==> config.mk <==
export PLATFORM = sky130hd
export DESIGN_NAME = vga_image_scanner
export DESIGN_NICKNAME = d
export VERILOG_FILES = /design/src/rtl/vga_image_scanner.sv
export SDC_FILE = /design/constraint.sdc
export NUM_CORES = 1
export LEC_CHECK = 0
export ABC_AREA = 1
export ABC_CLOCK_PERIOD_IN_PS = 3500
export CORE_MARGIN = 5
export CORE_UTILIZATION = 23
export DETAILED_ROUTE_END_ITERATION = 6
export PLACE_DENSITY = 0.46
export RECOVER_POWER = 25
export SYNTH_ARGS = -nofsm -noshare
export SYNTH_HDL_FRONTEND = slang
export SYNTH_SLANG_ARGS = --single-unit
export TNS_END_PERCENT = 10
==> constraint.sdc <==
create_clock -name clk -period 3.5 [get_ports clk]
set_clock_uncertainty 0.2 [all_clocks]
set_input_delay 0.35 -clock clk [delete_from_list [all_inputs] [get_ports clk]]
set_output_delay 0.35 -clock clk [all_outputs]
set_load 0.05 [all_outputs]
==> src/rtl/vga_image_scanner.sv <==
// VGA raster scanner: centred 256x256 ROM window, 3-bit to 8-bit grey expansion,
// frame-synchronous image selection. Define WIN_BORDER_EN to draw a white ring around the window.
module vga_image_scanner #(
  parameter int H_ACTIVE = 640,
  parameter int H_FP     = 16,
  parameter int H_SYNC   = 96,
  parameter int H_BP     = 48,
  parameter int V_ACTIVE = 480,
  parameter int V_FP     = 10,
  parameter int V_SYNC   = 2,
  parameter int V_BP     = 33,
  parameter int WIN_X0   = 192,
  parameter int WIN_Y0   = 112
) (
  input  logic       clk,
  input  logic       rst_n,
  input  logic       pix_en,
  input  logic       sel_next,
  output logic [1:0] mem_sel,
  output logic [7:0] xoff,
  output logic [7:0] yoff,
  input  logic [2:0] pixel,
  output logic       hsync,
  output logic       vsync,
  output logic       blank_n,
  output logic [7:0] red,
  output logic [7:0] green,
  output logic [7:0] blue,
  output logic       frame_start
);

  localparam logic [9:0] H_LAST   = 10'(H_ACTIVE + H_FP + H_SYNC + H_BP - 1);
  localparam logic [9:0] V_LAST   = 10'(V_ACTIVE + V_FP + V_SYNC + V_BP - 1);
  localparam logic [9:0] H_VIS    = 10'(H_ACTIVE);
  localparam logic [9:0] V_VIS    = 10'(V_ACTIVE);
  localparam logic [9:0] HS_BEGIN = 10'(H_ACTIVE + H_FP);
  localparam logic [9:0] HS_END   = 10'(H_ACTIVE + H_FP + H_SYNC);
  localparam logic [9:0] VS_BEGIN = 10'(V_ACTIVE + V_FP);
  localparam logic [9:0] VS_END   = 10'(V_ACTIVE + V_FP + V_SYNC);
  localparam logic [9:0] X0       = 10'(WIN_X0);
  localparam logic [9:0] Y0       = 10'(WIN_Y0);
  localparam logic [9:0] WIN_SIZE = 10'd256;

  typedef enum logic [1:0] {
    SEL_OLD = 2'd0,
    SEL_NEW = 2'd1,
    SEL_BG  = 2'd2
  } sel_e;

  function automatic sel_e sel_succ(input sel_e s);
    case (s)
      SEL_OLD: return SEL_NEW;
      SEL_NEW: return SEL_BG;
      default: return SEL_OLD;
    endcase
  endfunction

  logic [9:0] h_cnt_q, h_cnt_d;
  logic [9:0] v_cnt_q, v_cnt_d;
  logic       hsync_q, hsync_d;
  logic       vsync_q, vsync_d;
  logic       blank_n_q, blank_n_d;
  logic [7:0] rgb_q, rgb_d;
  logic       frame_start_q, frame_start_d;
  sel_e       sel_q, sel_d;
  logic       pending_q, pending_d;
  logic [2:0] sync_q, sync_d;

  logic [9:0] h_rel, v_rel;
  logic       in_win, visible, border;
  logic       h_wrap, frame_wrap, sel_rise;

  // Unsigned wrap-around makes a single compare cover both sides of the window.
  assign h_rel      = h_cnt_q - X0;
  assign v_rel      = v_cnt_q - Y0;
  assign in_win     = (h_rel < WIN_SIZE) && (v_rel < WIN_SIZE);
  assign visible    = (h_cnt_q < H_VIS) && (v_cnt_q < V_VIS);
  assign h_wrap     = (h_cnt_q == H_LAST);
  assign frame_wrap = h_wrap && (v_cnt_q == V_LAST);
  assign sel_rise   = sync_q[1] & ~sync_q[2];

  assign xoff = in_win ? v_rel[7:0] : 8'h00;
  assign yoff = in_win ? h_rel[7:0] : 8'h00;

`ifdef WIN_BORDER_EN
  logic [9:0] h_ring, v_ring;
  // Ring coordinates: 0 and 257 are the columns/lines just outside the window.
  assign h_ring = h_cnt_q - (X0 - 10'd1);
  assign v_ring = v_cnt_q - (Y0 - 10'd1);
  assign border = ((h_ring == 10'd0 || h_ring == 10'd257) && (v_ring < 10'd258)) ||
                  ((v_ring == 10'd0 || v_ring == 10'd257) && (h_ring < 10'd258));
`else
  assign border = 1'b0;
`endif

  always_comb begin
    // NOTE: every _d gets a hold default first, so no path through this block can infer a latch.
    h_cnt_d       = h_cnt_q;
    v_cnt_d       = v_cnt_q;
    hsync_d       = hsync_q;
    vsync_d       = vsync_q;
    blank_n_d     = blank_n_q;
    rgb_d         = rgb_q;
    frame_start_d = 1'b0;
    sel_d         = sel_q;
    sync_d        = {sync_q[1:0], sel_next};
    pending_d     = pending_q | sel_rise;

    if (pix_en) begin
      h_cnt_d = h_wrap ? 10'd0 : h_cnt_q + 10'd1;
      if (h_wrap) v_cnt_d = (v_cnt_q == V_LAST) ? 10'd0 : v_cnt_q + 10'd1;

      blank_n_d = visible;
      hsync_d   = !((h_cnt_q >= HS_BEGIN) && (h_cnt_q < HS_END));
      vsync_d   = !((v_cnt_q >= VS_BEGIN) && (v_cnt_q < VS_END));
      if (in_win)
        rgb_d = {pixel, pixel, pixel[2:1]};
      else if (border && visible)
        rgb_d = 8'hFF;
      else
        rgb_d = 8'h00;

      frame_start_d = frame_wrap;
      // An edge landing on the wrap itself stays pending for the next frame.
      if (frame_wrap) begin
        pending_d = sel_rise;
        if (pending_q) sel_d = sel_succ(sel_q);
      end
    end
  end

  // NOTE: sequential state uses non-blocking assignments so all flops sample the same pre-edge values.
  always_ff @(posedge clk or negedge rst_n) begin
    if (!rst_n) begin
      h_cnt_q       <= '0;
      v_cnt_q       <= '0;
      hsync_q       <= 1'b1;
      vsync_q       <= 1'b1;
      blank_n_q     <= 1'b0;
      rgb_q         <= '0;
      frame_start_q <= 1'b0;
      sel_q         <= SEL_BG;
      pending_q     <= 1'b0;
      sync_q        <= '0;
    end else begin
      h_cnt_q       <= h_cnt_d;
      v_cnt_q       <= v_cnt_d;
      hsync_q       <= hsync_d;
      vsync_q       <= vsync_d;
      blank_n_q     <= blank_n_d;
      rgb_q         <= rgb_d;
      frame_start_q <= frame_start_d;
      sel_q         <= sel_d;
      pending_q     <= pending_d;
      sync_q        <= sync_d;
    end
  end

  assign mem_sel     = sel_q;
  assign hsync       = hsync_q;
  assign vsync       = vsync_q;
  assign blank_n     = blank_n_q;
  assign red         = rgb_q;
  assign green       = rgb_q;
  assign blue        = rgb_q;
  assign frame_start = frame_start_q;

endmodule

# Yosys cells after proc, flatten, opt, wreduce, memory -nomap -nowiden
# Index checks and enable logic that the tools add are counted.
# op_classes
eq_ne	3
add_sub_neg	4
muxes	9
reduce_logical	10
bitwise_logic	3
order_cmp	8
# ops
operator	n
$lt 10x9->1 const B	4
$mux 8	3
$add 10x1->10 const B	2
$eq 10x10->1 const B	2
$lt 10x10->1 const B	2
$mux 10	2
$ge 10x10->1 const B	1
$ge 10x9->1 const B	1
$sub 10x7->10 const B	1
$sub 10x8->10 const B	1
$logic_and 1x1->1	5
$pmux 2 s2	1
$mux 1	3
$reduce_and 3->1	1
$eq 2x1->1 const B	1
$logic_not 1->1	2
$logic_not 2->1	1
$reduce_and 2->1	1
$and 1x1->1	1
$not 1->1	1
$or 1x1->1	1
# totals
wordCells	47
out_inout_bits	46
regBits	38
in_bits	7

# Longest topological paths before layout
# Gate-level depths: netlist of the first run.
# logic_depth
ltp_word	5
depth_mapped	10
mapped_depth_nobuf	9

# Worst setup path after synthesis of the first run
# No wires, ideal clock.
# synth_path
path_kind	flip-flop to output port
start	register v_cnt_q[5]
end	output xoff[0]
setup_slack_ns	0.815
arrival_time_ns	2.135
path_buffers	0
t_required_ns	2.950
path_stages_with_launch	8
path_cell_list	dfrtp_1 > ha_1 > nand2_1 > nand2_1 > nand2_1 > nand2_1 > nand3b_4 > nor3_1
# synth_via
elab_chain_len	4
# synth_lines
element	line_no	rtl
start, declared	59	logic [9:0] v_cnt_q, v_cnt_d;
start signal, assigned	147	v_cnt_q <= v_cnt_d;
$sub 10x7->10	75	assign v_rel = v_cnt_q - Y0;
$lt 10x9->1	76	assign in_win = (h_rel < WIN_SIZE) && (v_rel < WIN_SIZE);
$logic_and 1x1->1	76	
$mux 8	82	assign xoff = in_win ? v_rel[7:0] : 8'h00;
end, declared	20	output logic [7:0] xoff,
# No other way between the ends.

# Worst setup path after layout of the first run
# layout_path
start	register v_cnt_q[4]
end	output xoff[0]
# The elaborated chain is that of the path after synthesis.

==> impl_metrics.env, run 1 <==
export IMPL_swShare_pct=29.12
export IMPL_cts_sinks=33
export IMPL_coreArea_um2=9774
export IMPL_crit_family="simple AND/OR/NAND/NOR gates"
export IMPL_syn_inst=292
export IMPL_insertion_delay_ps=280
export IMPL_place_port_buffers=52
export IMPL_timing_final_crit_share_pct=93.00
export IMPL_finalSetupTns_ps=0
export IMPL_rsz0062_at_grt="no"
export IMPL_grt_pass1_vias=1823
export IMPL_grt_usage_pct=9.934
export IMPL_grt_pass1_wl_um=9356
export IMPL_routed_wl_um=5884
export IMPL_instances_no_fill=461
export IMPL_cts_tree="done"
export IMPL_fin_ws_ps=244.9
export IMPL_die_area_um2=12100
export IMPL_antenna_found_initial=0
export IMPL_row_count=36
export IMPL_clkPwrFrac_pct=36.9
export IMPL_cts_buffers=5
export IMPL_chipWidth_um=110.0
export IMPL_grt_ovfl_total=0
export IMPL_grt_max_degree=34
export IMPL_critPathMaxStageDelay_ps=840
export IMPL_slew_violations=34
export IMPL_synth_top_area_share_pct=32.64
export IMPL_ir_worst_vdd_uv=123.3
export IMPL_worstMarginPinSlew_ps=1938
export IMPL_initial_core_util_pct=23.53
export IMPL_yosysSeqAreaShare_pct=36.07
export IMPL_layout_drive_gt1_share_pct=11.59
export IMPL_area_delta_synth_final_pct=26.28
export IMPL_synth_area_per_cell_um2=7.876
export IMPL_yosys_top_cells_area="dfrtp_1 33%, nand2_1 10%, buf_4 6.9%"
export IMPL_drtIter0Drc=117
export IMPL_fmax_mhz=307.2
export IMPL_post_place_ws_ps=544.0
export IMPL_cp_slowest_cell="clkdlybuf4s50_1"
export IMPL_end_kind="primary output"
export IMPL_synth_top_area_cell="dfrtp_1"
export IMPL_failed_checks="max-capacitance violations, max-slew violations"
export IMPL_cts_resized_gates=0
export IMPL_cp_max_fo=16
export IMPL_path_buf_inv=1
export IMPL_min_path_type="flip-flop to flip-flop"
export IMPL_synth_seq_cells=33
export IMPL_p_switching_mw=0.2928
export IMPL_nFillCells=1080
export IMPL_worstPathArrival_ps=2710
export IMPL_antenna_cells=0
export IMPL_hold_viol=0
export IMPL_maxCapViolCount=1
export IMPL_place_gp_congestion=0.8289
export IMPL_drc=0
export IMPL_via_per_inst=4.260
export IMPL_p_int_mw=0.7129
export IMPL_clk_path_buf_depth=2
export IMPL_synth_fp_nets=310
export IMPL_critical_path_required_ps=2950
export IMPL_hold_slack_ps=150.9
export IMPL_avgRoutedWirePerCell_um=12.76
export IMPL_pin_count=53
export IMPL_num_vias=1964
export IMPL_die_h_um=110.0
export IMPL_crit_top_cell="nand2_1"
export IMPL_synth_cell_types=29
export IMPL_layout_min_cycle_time_ps=3255
export IMPL_cts_root_buf="clkbuf_8"
export IMPL_path_class="flip-flop to primary output"
export IMPL_placedCellCount=453
export IMPL_setup_violations=0
export IMPL_seq_power_share_pct=45.1
export IMPL_comb_power_share_pct=18.0
export IMPL_max_slew_margin_rel_pct=-29.18
export IMPL_leakage_nw=1.341
export IMPL_dp_hpwl_um=4331
export IMPL_p_per_area_nw_per_um2=346.3
export IMPL_post_cts_buffers=0
export IMPL_cts_hold_buf=0
export IMPL_run_status="finished with violations"
export IMPL_clk_pin_slew_ps=70
export IMPL_yosys_warnings=0
export IMPL_synth_cell_area_um2=2300
export IMPL_h_tree_depth=2
export IMPL_final_antenna_net_count=0
export IMPL_dr_pass1_iters=4
export IMPL_path_cells="ha_1 -> nand2_1 -> nand2_1 -> nand2_1 -> nand2_1 -> nand3b_4 -> nor3_1 -> clkdlybuf4s50_1"
export IMPL_nets=345
export IMPL_critPathLaunchType="flip-flop"
## power by group through the flow
stage	registers, mW	logic (mW)	clock network [mW]
2_1_floorplan	0.470	0.116	0
3_3_place_gp	0.461	0.183	0
3_5_place_dp	0.462	0.184	0
4_1_cts	0.455	0.186	0.392
5_1_grt	0.463	0.208	0.405
6_report	0.454	0.181	0.371
## layout make-up
type	instances	area [um^2]	area share [%]
multi-input combinational	191	1094	37.66
clock buffer	7	86.33	2.973
tap	133	166.4	5.730
inverter	41	158.9	5.472
clock inverter	1	30.03	1.034
timing repair buffer	55	539.3	18.57
sequential	33	829.5	28.57
## synthesized netlist by cell type, drive strengths merged
| cell type | number |
|---|---|
| inv | 40 |
| nand4 | 13 |
| ha | 11 |
| nor3 | 27 |
| dfrtp | 30 |
| nor2 | 22 |
| o21ai | 18 |
| clkinv | 1 |
| xnor2 | 1 |
| buf | 26 |
| clkbuf | 1 |
| a31o | 1 |
| a31oi | 1 |
| nand3 | 20 |
| xor2 | 4 |
| nand3b | 5 |
| a21oi | 2 |
| nand2 | 65 |
| o22a | 1 |
| dfstp | 3 |
## stage by stage
step,util (%),total power [mW],cell area [um^2]
after floorplan,-,0.5862,2300
after global placement,28.56,0.6447,2791
after detailed placement,28.56,0.6464,2791
after CTS,29.75,1.033,2908
after global routing,29.71,1.076,2904
final,29.71,1.006,2904
## registers in the layout, indices dropped and copies added, names as in the netlist, 2 cells and up
register,cells
h_cnt_q,10
v_cnt_q,10
mem_sel,2
sync_q,3
blue,3
## metal layers
metal	vias to the layer above	part of all wire [%]	track usage, %
li1	997	-	-
met1	911	48	13.34
met5	-	0	0
met2	54	45	15.90
met4	0	0.39	2.404
met3	2	7.5	2.621
## logic make-up (layout without fill, tap and decap cells)
family                     after synthesis  after routing  share of synthesized area, %
and+or+nand+nor                        152            152                         34.28
DFF                                     33             33                         36.07
buffers and inverters                   68            104                         16.38
xor gates and xnor gates                 5              5                         1.904
adders and majority gates               11             11                         5.985
AOI/OAI and AO/OA                       23             23                         5.386
## path summary, 6_finish.rpt
kind / from / endpoint / slack (ps) / cells past startpoint
max in group asynchronous: rst_n / v_cnt_q[9] / 1040 / 2
worst min-delay path: sync_q[0] / sync_q[1] / 150 / 0
min in group asynchronous: rst_n / blue[4] / 960 / 2
worst max register to register: v_cnt_q[4] / pending_q / 1500 / 9
worst min register to register: sync_q[0] / sync_q[1] / 150 / 0
worst max-delay path: v_cnt_q[4] / xoff[0] / 240 / 8
## worst register-to-register path: stages, from the launching register on
cell and delay, ps:
dfrtp_1 460, inv_1 170, ha_1 160, nand2_1 60, nor3_1 130, nand2_1 260, inv_1 200, nand2_1 110
nand2_1 70, o21ai_0 70
## placed cells by master, fill, tap and decap left out, types with 3 or more instances in the layout
master / count
clkbuf_8: 6
clkdlybuf4s50_1: 50
dfrtp_1: 30
dfstp_2: 3
ha_1: 11
inv_1: 37
inv_2: 3
nand2_1: 62
nand2_2: 3
nand3_1: 17
nand3b_1: 4
nand4_1: 13
nor2_1: 20
nor3_1: 15
nor3_2: 12
o21ai_0: 15
o21ai_1: 3
xor2_1: 4
No activity file was read; power rests on OpenSTA's default activity.
==> run 2, diff against run 1 <==
--- a/config.mk
+++ b/config.mk
@@ -6,7 +6,7 @@
 export NUM_CORES = 1
 export LEC_CHECK = 0
 export ABC_AREA = 1
-export ABC_CLOCK_PERIOD_IN_PS = 3500
+export ABC_CLOCK_PERIOD_IN_PS = 4200
 export CORE_MARGIN = 5
 export CORE_UTILIZATION = 23
 export DETAILED_ROUTE_END_ITERATION = 6
==> constraint.sdc (replaced) <==
create_clock -name clk -period 4.2 [get_ports clk]
set_clock_uncertainty 0.2 [all_clocks]
set_input_delay 0.42 -clock clk [delete_from_list [all_inputs] [get_ports clk]]
set_output_delay 0.42 -clock clk [all_outputs]
set_load 0.05 [all_outputs]
==> impl_metrics.env, run 2 (synthesized netlist as in run 1, its figures left out) <==
export IMPL_run_status="finished with violations"
export IMPL_failed_checks="max-capacitance violations, max-slew violations"
export IMPL_cts_tree="done"
export IMPL_cts_sinks=33
export IMPL_initial_core_util_pct=23.53
export IMPL_dr_pass1_iters=4
export IMPL_area_delta_synth_final_pct=24.16
export IMPL_die_area_um2=12100
export IMPL_maxCapViolCount=1
export IMPL_pin_count=53
export IMPL_drtIter0Drc=102
export IMPL_cts_root_buf="clkbuf_8"
export IMPL_layout_drive_gt1_share_pct=11.04
export IMPL_worstMarginPinSlew_ps=1927
export IMPL_grt_pass1_wl_um=9459
export IMPL_fin_util_pct=29.21
export IMPL_dp_hpwl_um=4207
export IMPL_place_port_buffers=52
export IMPL_nets=343
export IMPL_avgRoutedWirePerCell_um=12.55
export IMPL_antenna_cells=0
export IMPL_path_class="flip-flop to primary output"
export IMPL_slew_violations=34
export IMPL_timing_final_crit_share_pct=82.33
export IMPL_holdPathStages=0
export IMPL_fin_area_um2=2855
export IMPL_cts_hold_buf=0
export IMPL_layout_min_cycle_time_ps=3458
export IMPL_holdPathEnd="sync_q[1]"
export IMPL_r2r_start="h_cnt_q[6]"
export IMPL_antenna_found_initial=0
export IMPL_grt_ovfl_total=0
export IMPL_setup_violations=0
export IMPL_place_area_um2=2776
export IMPL_grt_pass1_vias=1890
export IMPL_critPathLaunchType="flip-flop"
export IMPL_row_count=36
export IMPL_post_cts_buffers=0
export IMPL_via_per_inst=4.275
export IMPL_cts_buffers=5
export IMPL_num_vias=1962
export IMPL_cts_resized_gates=0
export IMPL_finalSetupTns_ps=0
export IMPL_critical_path_required_ps=3580
export IMPL_worstRegToRegCells=6
export IMPL_chipWidth_um=110.0
export IMPL_leakage_nw=1.318
export IMPL_cp_max_fo=17
export IMPL_die_h_um=110.0
export IMPL_holdCritStartpoint="sync_q[0]"
export IMPL_layout_common_cells="62 x nand2_1, 50 x clkdlybuf4s50_1, 37 x inv_1, 30 x dfrtp_1, 20 x nor2_1"
export IMPL_reg_top3="h_cnt_q: 10 flops, v_cnt_q: 10 flops"
export IMPL_grt_max_degree=34
export IMPL_h_tree_depth=2
export IMPL_insertion_delay_ps=280
export IMPL_clk_pin_slew_ps=70
export IMPL_drc=0
export IMPL_min_path_type="flip-flop to flip-flop"
export IMPL_final_common_cell="nand2_1"
export IMPL_final_antenna_net_count=0
export IMPL_r2r_end="blue[4]"
export IMPL_grt_usage_pct=9.991
export IMPL_fmax_mhz=289.2
export IMPL_end_kind="primary output"
export IMPL_place_gp_congestion=0.8485
export IMPL_p_per_area_nw_per_um2=266.8
export IMPL_hold_viol=0
export IMPL_max_slew_margin_rel_pct=-28.44
export IMPL_coreArea_um2=9774
export IMPL_routed_wl_um=5759
export IMPL_rsz0062_at_grt="no"
export IMPL_ir_worst_vdd_uv=166.3
export IMPL_nFillCells=1064
export IMPL_worstPathArrival_ps=2840
export IMPL_r2r_slack_ps=2080
export IMPL_clk_path_buf_depth=2
-- run 2: changes by cell type in the layout (fill, tap and decap cells not counted) --
cell       previous run  this run
clkinv_2              0         2
buf_4                 2         0
clkbuf_8              6         5
bufinv_16             1         0
-- run 2: layout make-up --
| cell class | count | area [um^2] | share of cell area (%) |
|---|---|---|---|
| Multi-Input combinational cell | 191 | 1094 | 38.30 |
| Sequential cell | 33 | 829.5 | 29.05 |
| Timing Repair Buffer | 53 | 524.3 | 18.36 |
| Tap cell | 133 | 166.4 | 5.828 |
| Inverter | 41 | 158.9 | 5.565 |
| Clock buffer | 6 | 72.57 | 2.542 |
| Clock inverter | 2 | 10.01 | 0.3506 |
-- run 2: worst max path at each step --
stage	from	endpoint	slack [ps]	depth (start not counted)
after floorplan	v_cnt_q[5]	xoff[0]	1450	7
after global placement	h_cnt_q[6]	xoff[1]	970	5
after detailed placement	h_cnt_q[6]	xoff[2]	960	5
after CTS	h_cnt_q[6]	xoff[2]	630	5
after global routing	h_cnt_q[6]	xoff[7]	430	5
final	h_cnt_q[6]	xoff[2]	740	5
-- run 2: through the flow --
step           instances  setup slack, ps  hold WS [ps]  power [mW]
6_report             459            742.1         151.9      0.7616
5_1_grt              459            432.6         174.0      0.8213
4_1_cts              459            633.8         157.4      0.7803
3_5_place_dp         451            956.6         140.3      0.5369
3_3_place_gp         451            971.8         132.4      0.5352
2_1_floorplan        292             1445        -75.59      0.4885
-- run 2: metal layers --
layer | global-route usage [%] | wire [um] | up-vias
met5 | 0 | 0 | -
met4 | 2.404 | 38 | 0
met3 | 2.679 | 494 | 4
met2 | 15.64 | 2428 | 57
met1 | 13.68 | 2797 | 906
li1 | - | - | 995
-- run 2: power by group --
group          internal (mW)  total [mW]  switching (mW)
Clock                  0.115       0.234           0.119
Combinational         0.0487       0.149           0.101
Sequential             0.349       0.379          0.0293
Total                  0.513       0.762           0.249
-- run 2: critical path, stage by stage (launching register included) --
cell and delay, ps:
dfrtp_1 440, ha_1 260, xor2_1 180, nand3_2 430, nor3_1 390, clkdlybuf4s50_1 850
